### config.mk
export PLATFORM = sky130hd
export DESIGN_NAME = uart_rx_ctrl_flat
export DESIGN_NICKNAME = d
export VERILOG_FILES = /design/src/rtl/uart_rx_pkg.sv /design/src/rtl/uart_rx_if.sv /design/src/rtl/uart_rx_sampler.sv /design/src/rtl/uart_rx_ctrl.sv /design/src/flat_wrapper.sv
export SDC_FILE = /design/constraint.sdc
export NUM_CORES = 1
export LEC_CHECK = 0
export ABC_CLOCK_PERIOD_IN_PS = 1970
export CELL_PAD_IN_SITES_DETAIL_PLACEMENT = 2
export CELL_PAD_IN_SITES_GLOBAL_PLACEMENT = 2
export CORE_MARGIN = 4
export CORE_UTILIZATION = 33
export DETAILED_ROUTE_END_ITERATION = 10
export GPL_ROUTABILITY_DRIVEN = 0
export GPL_TIMING_DRIVEN = 0
export MAX_ROUTING_LAYER = met4
export PLACE_DENSITY = 0.88
export SLEW_MARGIN = 20
export SYNTH_ARGS = -nofsm -noshare
export SYNTH_HDL_FRONTEND = slang
export SYNTH_SLANG_ARGS = --single-unit
### constraint.sdc
create_clock -name CLK -period 1.97 [get_ports CLK]
set_clock_uncertainty 0.2 [all_clocks]
set_input_delay 0.394 -clock CLK [delete_from_list [all_inputs] [get_ports CLK]]
set_output_delay 0.394 -clock CLK [all_outputs]
set_load 0.01 [all_outputs]
### src/rtl/uart_rx_pkg.sv
// uart_rx_pkg: shared state encoding, parity codes and counter helpers
// for the UART RX control path.
package uart_rx_pkg;

    typedef enum logic [2:0] {
        IDLE   = 3'd0,
        START  = 3'd1,
        DATA   = 3'd2,
        PARITY = 3'd3,
        STOP   = 3'd4
    } state_t;

    localparam logic PAR_EVEN = 1'b0;
    localparam logic PAR_ODD  = 1'b1;

    localparam int unsigned DEF_COUNTER_WIDTH = 3;

    function automatic int unsigned cnt_max(input int unsigned cw);
        return (32'd1 << cw) - 32'd1;
    endfunction

    function automatic int unsigned cnt_mid(input int unsigned cw);
        return 32'd1 << (cw - 32'd1);
    endfunction

endpackage

### src/rtl/uart_rx_if.sv
// uart_rx_if: control-stage to deserializer bundle of the UART RX path.
// master = uart_rx_ctrl, slave = deserializer / status consumers.
interface uart_rx_if #(
    parameter int COUNTER_WIDTH = 3
);
    logic                     deser_en;
    logic                     sampled_bit;
    logic [COUNTER_WIDTH-1:0] edg_cnt;
    logic                     data_valid;
    logic                     par_err;
    logic                     stp_err;
    logic                     busy;

    modport master (
        output deser_en, sampled_bit, edg_cnt,
        output data_valid, par_err, stp_err, busy
    );

    modport slave (
        input deser_en, sampled_bit, edg_cnt,
        input data_valid, par_err, stp_err, busy
    );
endinterface

### src/rtl/uart_rx_sampler.sv
// uart_rx_sampler: captures the line around mid-bit and registers the
// 2-of-3 majority, rejecting single-sample glitches.
module uart_rx_sampler
    import uart_rx_pkg::*;
#(
    parameter int COUNTER_WIDTH = 3
) (
    input  logic                     CLK,
    input  logic                     RST,
    input  logic                     rx,
    input  logic [COUNTER_WIDTH-1:0] edg_cnt,
    output logic                     sampled_bit
);

    localparam logic [COUNTER_WIDTH-1:0] MID =
        COUNTER_WIDTH'(cnt_mid(COUNTER_WIDTH));
    localparam logic [COUNTER_WIDTH-1:0] S0_AT   = MID - 1'b1;
    localparam logic [COUNTER_WIDTH-1:0] S1_AT   = MID;
    localparam logic [COUNTER_WIDTH-1:0] VOTE_AT = MID + 1'b1;

    logic s0;
    logic s1;

    always_ff @(posedge CLK or negedge RST) begin
        if (!RST) begin
            s0          <= 1'b0;
            s1          <= 1'b0;
            sampled_bit <= 1'b0;
        end else begin
            unique case (1'b1)
                edg_cnt == S0_AT:   s0 <= rx;
                edg_cnt == S1_AT:   s1 <= rx;
                edg_cnt == VOTE_AT:
                    sampled_bit <= (s0 & s1) | (s0 & rx) | (s1 & rx);
                default: ;
            endcase
        end
    end

endmodule

### src/rtl/uart_rx_ctrl.sv
// uart_rx_ctrl: UART RX control stage (start detect, bit timing, parity/stop).
// Define UART_RX_SYNC_EN to add a 2-flop input synchroniser on RX_IN.
module uart_rx_ctrl
    import uart_rx_pkg::*;
#(
    parameter int DATA_WIDTH    = 8,
    parameter int COUNTER_WIDTH = 3
) (
    input  logic     CLK,
    input  logic     RST,
    input  logic     RX_IN,
    input  logic     PAR_EN,
    input  logic     PAR_TYP,
    uart_rx_if.master rx
);

    localparam int BW = $clog2(DATA_WIDTH + 1);
    localparam logic [COUNTER_WIDTH-1:0] MAX =
        COUNTER_WIDTH'(cnt_max(COUNTER_WIDTH));
    localparam logic [BW-1:0] LAST = BW'(DATA_WIDTH - 1);

    state_t                   state;
    logic [COUNTER_WIDTH-1:0] edg_q;
    logic [BW-1:0]            bit_cnt;
    logic                     par_en_q;
    logic                     par_typ_q;
    logic                     par_acc;
    logic                     deser_en_q;
    logic                     busy_q;
    logic                     dv_q;
    logic                     pe_q;
    logic                     se_q;
    logic                     rx_s;
    logic                     sbit;
    logic                     at_max;

`ifdef UART_RX_SYNC_EN
    logic [1:0] sync_q;

    always_ff @(posedge CLK or negedge RST) begin
        if (!RST) sync_q <= 2'b11;
        else      sync_q <= {sync_q[0], RX_IN};
    end

    assign rx_s = sync_q[1];
`else
    assign rx_s = RX_IN;
`endif

    uart_rx_sampler #(
        .COUNTER_WIDTH(COUNTER_WIDTH)
    ) u_sampler (
        .CLK        (CLK),
        .RST        (RST),
        .rx         (rx_s),
        .edg_cnt    (edg_q),
        .sampled_bit(sbit)
    );

    assign at_max = (edg_q == MAX);

    always_ff @(posedge CLK or negedge RST) begin
        if (!RST) begin
            state      <= IDLE;
            edg_q      <= '0;
            bit_cnt    <= '0;
            par_en_q   <= 1'b0;
            par_typ_q  <= 1'b0;
            par_acc    <= 1'b0;
            deser_en_q <= 1'b0;
            busy_q     <= 1'b0;
            dv_q       <= 1'b0;
            pe_q       <= 1'b0;
            se_q       <= 1'b0;
        end else begin
            dv_q  <= 1'b0;
            edg_q <= (state == IDLE) ? '0 : edg_q + 1'b1;
            unique case (state)
                IDLE: if (!rx_s) begin
                    state     <= START;
                    busy_q    <= 1'b1;
                    par_en_q  <= PAR_EN;
                    par_typ_q <= PAR_TYP;
                    par_acc   <= 1'b0;
                    bit_cnt   <= '0;
                    pe_q      <= 1'b0;
                    se_q      <= 1'b0;
                end
                // a start bit that votes high was only a glitch
                START: if (at_max) begin
                    if (sbit) begin
                        state  <= IDLE;
                        busy_q <= 1'b0;
                    end else begin
                        state      <= DATA;
                        deser_en_q <= 1'b1;
                    end
                end
                DATA: if (at_max) begin
                    par_acc <= par_acc ^ sbit;
                    if (bit_cnt == LAST) begin
                        bit_cnt    <= '0;
                        deser_en_q <= 1'b0;
                        state      <= par_en_q ? PARITY : STOP;
                    end else begin
                        bit_cnt <= bit_cnt + 1'b1;
                    end
                end
                PARITY: if (at_max) begin
                    pe_q  <= sbit != (par_acc ^ (par_typ_q == PAR_ODD));
                    state <= STOP;
                end
                STOP: if (at_max) begin
                    se_q   <= ~sbit;
                    dv_q   <= sbit & ~pe_q;
                    state  <= IDLE;
                    busy_q <= 1'b0;
                end
                default: begin
                    state  <= IDLE;
                    busy_q <= 1'b0;
                end
            endcase
        end
    end

    assign rx.deser_en    = deser_en_q;
    assign rx.sampled_bit = sbit;
    assign rx.edg_cnt     = edg_q;
    assign rx.data_valid  = dv_q;
    assign rx.par_err     = pe_q;
    assign rx.stp_err     = se_q;
    assign rx.busy        = busy_q;

endmodule

### src/flat_wrapper.sv
// flat-port wrapper written by rule: the top's interface ports become plain ports
module uart_rx_ctrl_flat import uart_rx_pkg::*;
#(
    parameter int DATA_WIDTH    = 8,
    parameter int COUNTER_WIDTH = 3
)
  (CLK, RST, RX_IN, PAR_EN, PAR_TYP, rx_deser_en, rx_sampled_bit, rx_edg_cnt, rx_data_valid, rx_par_err, rx_stp_err, rx_busy);
  uart_rx_if #(.COUNTER_WIDTH(COUNTER_WIDTH)) rx_i ();
  input  logic CLK;
  input  logic RST;
  input  logic RX_IN;
  input  logic PAR_EN;
  input  logic PAR_TYP;
  output wire logic [$bits(rx_i.deser_en)-1:0] rx_deser_en;
  output wire logic [$bits(rx_i.sampled_bit)-1:0] rx_sampled_bit;
  output wire logic [$bits(rx_i.edg_cnt)-1:0] rx_edg_cnt;
  output wire logic [$bits(rx_i.data_valid)-1:0] rx_data_valid;
  output wire logic [$bits(rx_i.par_err)-1:0] rx_par_err;
  output wire logic [$bits(rx_i.stp_err)-1:0] rx_stp_err;
  output wire logic [$bits(rx_i.busy)-1:0] rx_busy;
  assign rx_deser_en = rx_i.deser_en;
  assign rx_sampled_bit = rx_i.sampled_bit;
  assign rx_edg_cnt = rx_i.edg_cnt;
  assign rx_data_valid = rx_i.data_valid;
  assign rx_par_err = rx_i.par_err;
  assign rx_stp_err = rx_i.stp_err;
  assign rx_busy = rx_i.busy;
  uart_rx_ctrl #(.DATA_WIDTH(DATA_WIDTH), .COUNTER_WIDTH(COUNTER_WIDTH)) u_core (.CLK(CLK), .RST(RST), .RX_IN(RX_IN), .PAR_EN(PAR_EN), .PAR_TYP(PAR_TYP), .rx(rx_i));
endmodule
; ---- After elaboration in Yosys (flattened, before gate mapping)
; Index checks and enable logic that the tools add are counted.
; Widths: inputs -> output; s select.
[totals]
reg_bits = 21
input_bits = 5
output_inout_bits = 9
[classes]
add_sub_neg = 2
eq_ne = 18
mux = 33
bitwise_logic = 12
reduce_logical = 13
[op_table]
columns = cell, count
row1 = $mux 3, 8
row2 = $pmux 3 s5, 1
row3 = $mux 1, 14
row4 = $eq 3x3->1 const B, 4
row5 = $mux 4, 3
row6 = $ne 2x1->1 const B, 5
row7 = $reduce_and 5->1, 2
row8 = $eq 3x2->1 const B, 3
row9 = $reduce_and 3->1, 3
row10 = $pmux 1 s2, 4
row11 = $pmux 4 s2, 1
row12 = $reduce_bool 2->1, 4
row13 = $ne 2x2->1 const B, 3
row14 = $reduce_and 6->1, 1
row15 = $add 4x1->4 const B, 1
row16 = $and 1x1->1, 4
row17 = $eq 4x3->1 const B, 1
row18 = $not 1->1, 4
row19 = $pmux 1 s4, 1
row20 = $add 3x1->3 const B, 1
row21 = $eq 3x1->1 const B, 1
row22 = $logic_not 3->1, 1
row23 = $mux 2, 1
row24 = $or 1x1->1, 2
row25 = 4 further kinds, 5

; ---- Depth between registers and ports, before layout
[logic_depth]
ltp_word = 4
mapped_depth = 7
ltp_nobuf = 6

; ---- Modules after synthesis
; From an unflattened synthesis, not the netlist that was laid out.
[unflattened]
hier_cells = 111
area_unflattened_um2 = 1137.3
[modules_own_cells]
columns = mod, instances, cells_each, area_each_um2, seq_area_each_um2
row1 = uart_rx_ctrl, 1, 101, 994.7, 450.4
row2 = uart_rx_sampler, 1, 10, 142.6, 75.1

; ---- Worst setup path after synthesis
; No wires, ideal clock.
[synth_timing]
kind = register to register
startpoint = register u_core.edg_q[0], in the netlist u_core.rx.edg_cnt[0]
endpoint = register u_core.pe_q, in the netlist u_core.rx.par_err
setup_time_ps = 121
arrival_ps = 1474
setup_slack_ps = 175
stages_incl_launch_ff = 7
period_less_slack_ps = 1795
cell_sequence = dfrtp_1 ha_1 ha_1 clkbuf_1 and3_1 o21bai_1 a22o_1
[synth_between]
elab_chain_cells = 3
[synth_lines]
columns = item, line_no
row1 = from (decl), uart_rx_ctrl.sv:23  ; logic [COUNTER_WIDTH-1:0] edg_q;
row2 = from (signal assigned), uart_rx_ctrl.sv:77  ; edg_q <= (state == IDLE) ? '0 : edg_q + 1'b1;
row3 = $eq 3x3->1, uart_rx_ctrl.sv:60  ; assign at_max = (edg_q == MAX);
row4 = $ne 2x1->1 (no line), n/a
row5 = $reduce_and 3->1 (no line), n/a
row6 = to (signal assigned), uart_rx_ctrl.sv:110  ; pe_q <= sbit != (par_acc ^ (par_typ_q == PAR_ODD));
row7 = to (decl), uart_rx_ctrl.sv:31  ; logic pe_q;
; No other way between the ends.
; A chain may end at the register's enable or synchronous reset.

; ---- Final worst setup path
[layout_timing]
startpoint = register u_core.edg_q[0], in the netlist u_core.rx.edg_cnt[0]
endpoint = output rx_edg_cnt[0]
[layout_rtl]
columns = item, line_no
row1 = to (decl), flat_wrapper.sv:16  ; output wire logic [$bits(rx_i.edg_cnt)-1:0] rx_edg_cnt;
; No word-level cell between the ends.

==> flow_summary_export.csv <==
group,metric,value,unit
outcome,status,"finished, final reports clean",
yosys,synth-seq-cells,21,
timing,setup_viol,0,
finish,regMostFlops,"u_core.bit_cnt",
worst_hold_path,hold_class,"reg -> reg",
route,ant_nets,0,
route,viasPerCell,5.15,
worst_setup_path,cp.required,1.38,ns
worst_setup_path,critPathArrivalTime,1.29,ns
global_route,met2_usage,0.287,
global_route,grt_pass1_vias,1111,
yosys,netlist_area,1120,um2
die,die_width,66.4,um
placed_design,io_buffers,13,
clock_network,cts_tree,"yes",
timing,relSlewSlack,0.662,
run,cap_violations,0,
clock_network,clockBufferDepth,2,
yosys,synth_top_family_by_area,"simple AND/OR/NAND/NOR gates",
die,core-area,3150,um2
worst_hold_path,min-delay-start,"u_core.rx.par_err",
yosys,synth_nets,129,
timing,fmax,0.530,GHz
clock_network,path_clk_slew,0.12,ns
yosys,syn_inst,118,
placed_design,dp_hpwl,2.24,mm
global_route,overflow,0,
worst_setup_path,end_kind,"primary output",
timing,period_share,0.958,
clock_network,cts_num_sinks,21,
route,drtIter0Drc,36,
power_and_ir_drop,irDropWorstVdd,0.534,mV
finish,final_layout_size_suffix_gt1_frac,0.137,
yosys,syn_area_per_cell,9.52,um2
worst_setup_path,r2r-start,"u_core.rx.edg_cnt[0]",
yosys,synth-simple-area-share,0.241,
die,die_h,66.4,um
global_route,grt_max_degree,22,
route,wl_per_cell,16.9,um
global_route,gr-usage-all-layers,0.167,
route,post-route-drc-count,0,
die,fp.dieArea,4400,um2
worst_setup_path,cp_top_family,"buffers and inverters",
yosys,synthXorXnorAreaFrac,0.0234,
yosys,synth-async-reset-ratio,1.00,
global_route,grt_first_pass_wirelength,5.43,mm
worst_setup_path,startpoint_type,"flop",
yosys,ys_warn_count,0,
timing,maxSlewViolCount,0,
timing,worst_pin_slew,0.507,ns
clock_network,cts_buffers,3,
power_and_ir_drop,p_leak,0.617,nW
placed_design,place_inst,175,
die,initial_core_util,0.356,
worst_setup_path,slowest_stage,"clkdlybuf4s50_1",
yosys,synth_compound_area_frac,0.128,
placed_design,dpl_cell_area,1310,um2
die,num_rows,20,
global_route,grt_util_met3,0.0272,
global_route,grt.met1_usage,0.198,
finish,postLayoutCoreUtil,0.435,
yosys,synthFlopType,"dfrtp_1",
global_route,busiest_layer,"met2",
clock_network,htree_levels,1,
finish,final_area,1370,um2
finish,antennaDiodeCount,0,
power_and_ir_drop,total_power,2.04,mW
timing,setup_tns,0,ns
route,vias,943,
finish,nNetsFinal,151,
yosys,synthMuxAreaShare,0.0401,
yosys,yosysUniqueCellTypes,36,
finish,area_growth,21.9,%
finish,largest_reg_flops,4,
yosys,synth_edf_count,0,
worst_setup_path,crit_buf_inv,1,
global_route,antenna_found_initial,0,
clock_network,clk_latency,0.31,ns
die,num_io_pins,14,
timing,min_period,1.89,ns
worst_setup_path,cpPeakStageDelay,0.56,ns
worst_setup_path,path_cells,"clkdlybuf4s50_1",
timing,finalHoldViolCount,0,
finish,instances_no_fill,183,
power_and_ir_drop,power.density,1490,nW/um2
route,wl,3.09,mm
clock_network,cts_root_buf,"clkbuf_4",
route,drt_first_pass_iters,4,
worst_setup_path,startpoint,"u_core.rx.edg_cnt[0]",
yosys,synthAdderAreaFrac,0.0668,
worst_setup_path,critical_path_class,"reg -> out",
worst_setup_path,worst-path-max-fanout,4,
yosys,yosysSeqAreaShare,0.468,
## metrics by stage
stage / hold slack, ns / worst slack, ns
after floorplan: -0.102 / 0.175
after global placement: 0.255 / -0.0879
after detailed placement: 0.289 / -0.123
after CTS: 0.304 / 0.0469
after global routing: 0.342 / -0.0340
final: 0.307 / 0.0823
## layer usage
metal | part of all wire | wire [um]
met4 | 0 | 0
met2 | 0.55 | 1690
met3 | 0.024 | 74
met5 | 0 | 0
met1 | 0.43 | 1320
## cell families after synthesis
| kind of cell | after synthesis |
|---|---|
| AND/OR/NAND/NOR | 52 |
| AO/OA/AOI/OAI | 23 |
| flip-flops | 21 |
| buffers and inverters | 9 |
| adder cells (fa/ha/maj) | 6 |
| multiplexers | 4 |
| XOR/XNOR | 3 |
## Yosys cell counts (all sizes together) (3+ instances only)
master / instances / area (um2)
a21oi: 3 / 15.0
nor3: 3 / 20.0
dfrtp: 21 / 526
nand2b: 4 / 25.0
ha: 6 / 75.1
clkbuf: 3 / 11.3
o21ai: 8 / 40.0
nor2b: 3 / 18.8
inv: 5 / 18.8
mux2: 4 / 45.0
nor2: 15 / 56.3
nand2: 16 / 60.1
## final timing paths
kind	end	slack, ns	depth (start not counted)
setup / recovery	rx_edg_cnt[0]	0.08	1
hold / removal	u_core.rx.data_valid	0.31	1
setup reg to reg	u_core.rx.busy	0.13	7
hold reg to reg	u_core.rx.data_valid	0.31	1
max in group asynchronous	u_core.u_sampler.sampled_bit	0.83	2
min in group asynchronous	u_core.bit_cnt[3]	0.37	2
## final cells by class
type / count / area, um2
clock buffer: 4 / 26.3
fill: 369 / 1780
buffer: 4 / 22.5
timing repair buffer: 17 / 160
multi-input combinational: 88 / 561
sequential: 21 / 527
inverter: 5 / 18.8
tap: 44 / 55.1
## repair_timing
item                                   CTS  global route
buffers inserted                         1             2
endpoints found under the hold margin    0            21
setup endpoints to repair                5             6
hold buffers                             0             1
gates resized for setup                  2             4
## cells in the final DEF (no fill, tap or decap), types with 3 or more instances in the layout
| cell | count |
|---|---|
| dfrtp_1 | 20 |
| mux2_2 | 4 |
| a21oi_1 | 3 |
| o21ai_0 | 7 |
| clkbuf_1 | 3 |
| nor2_1 | 15 |
| nand2b_1 | 4 |
| ha_1 | 6 |
| nand2_1 | 16 |
| nor2b_1 | 3 |
| buf_4 | 5 |
| inv_1 | 5 |
| clkdlybuf4s50_1 | 11 |
| clkbuf_4 | 3 |
## power breakdown
part	switching [mW]	internal [mW]	leakage, nW
combinational	0.534	0.513	0.349
sequential	0.166	0.608	0.253
clock	0.137	0.0791	0.0150
total	0.837	1.20	0.617
Power figures use the tool's default switching activity.
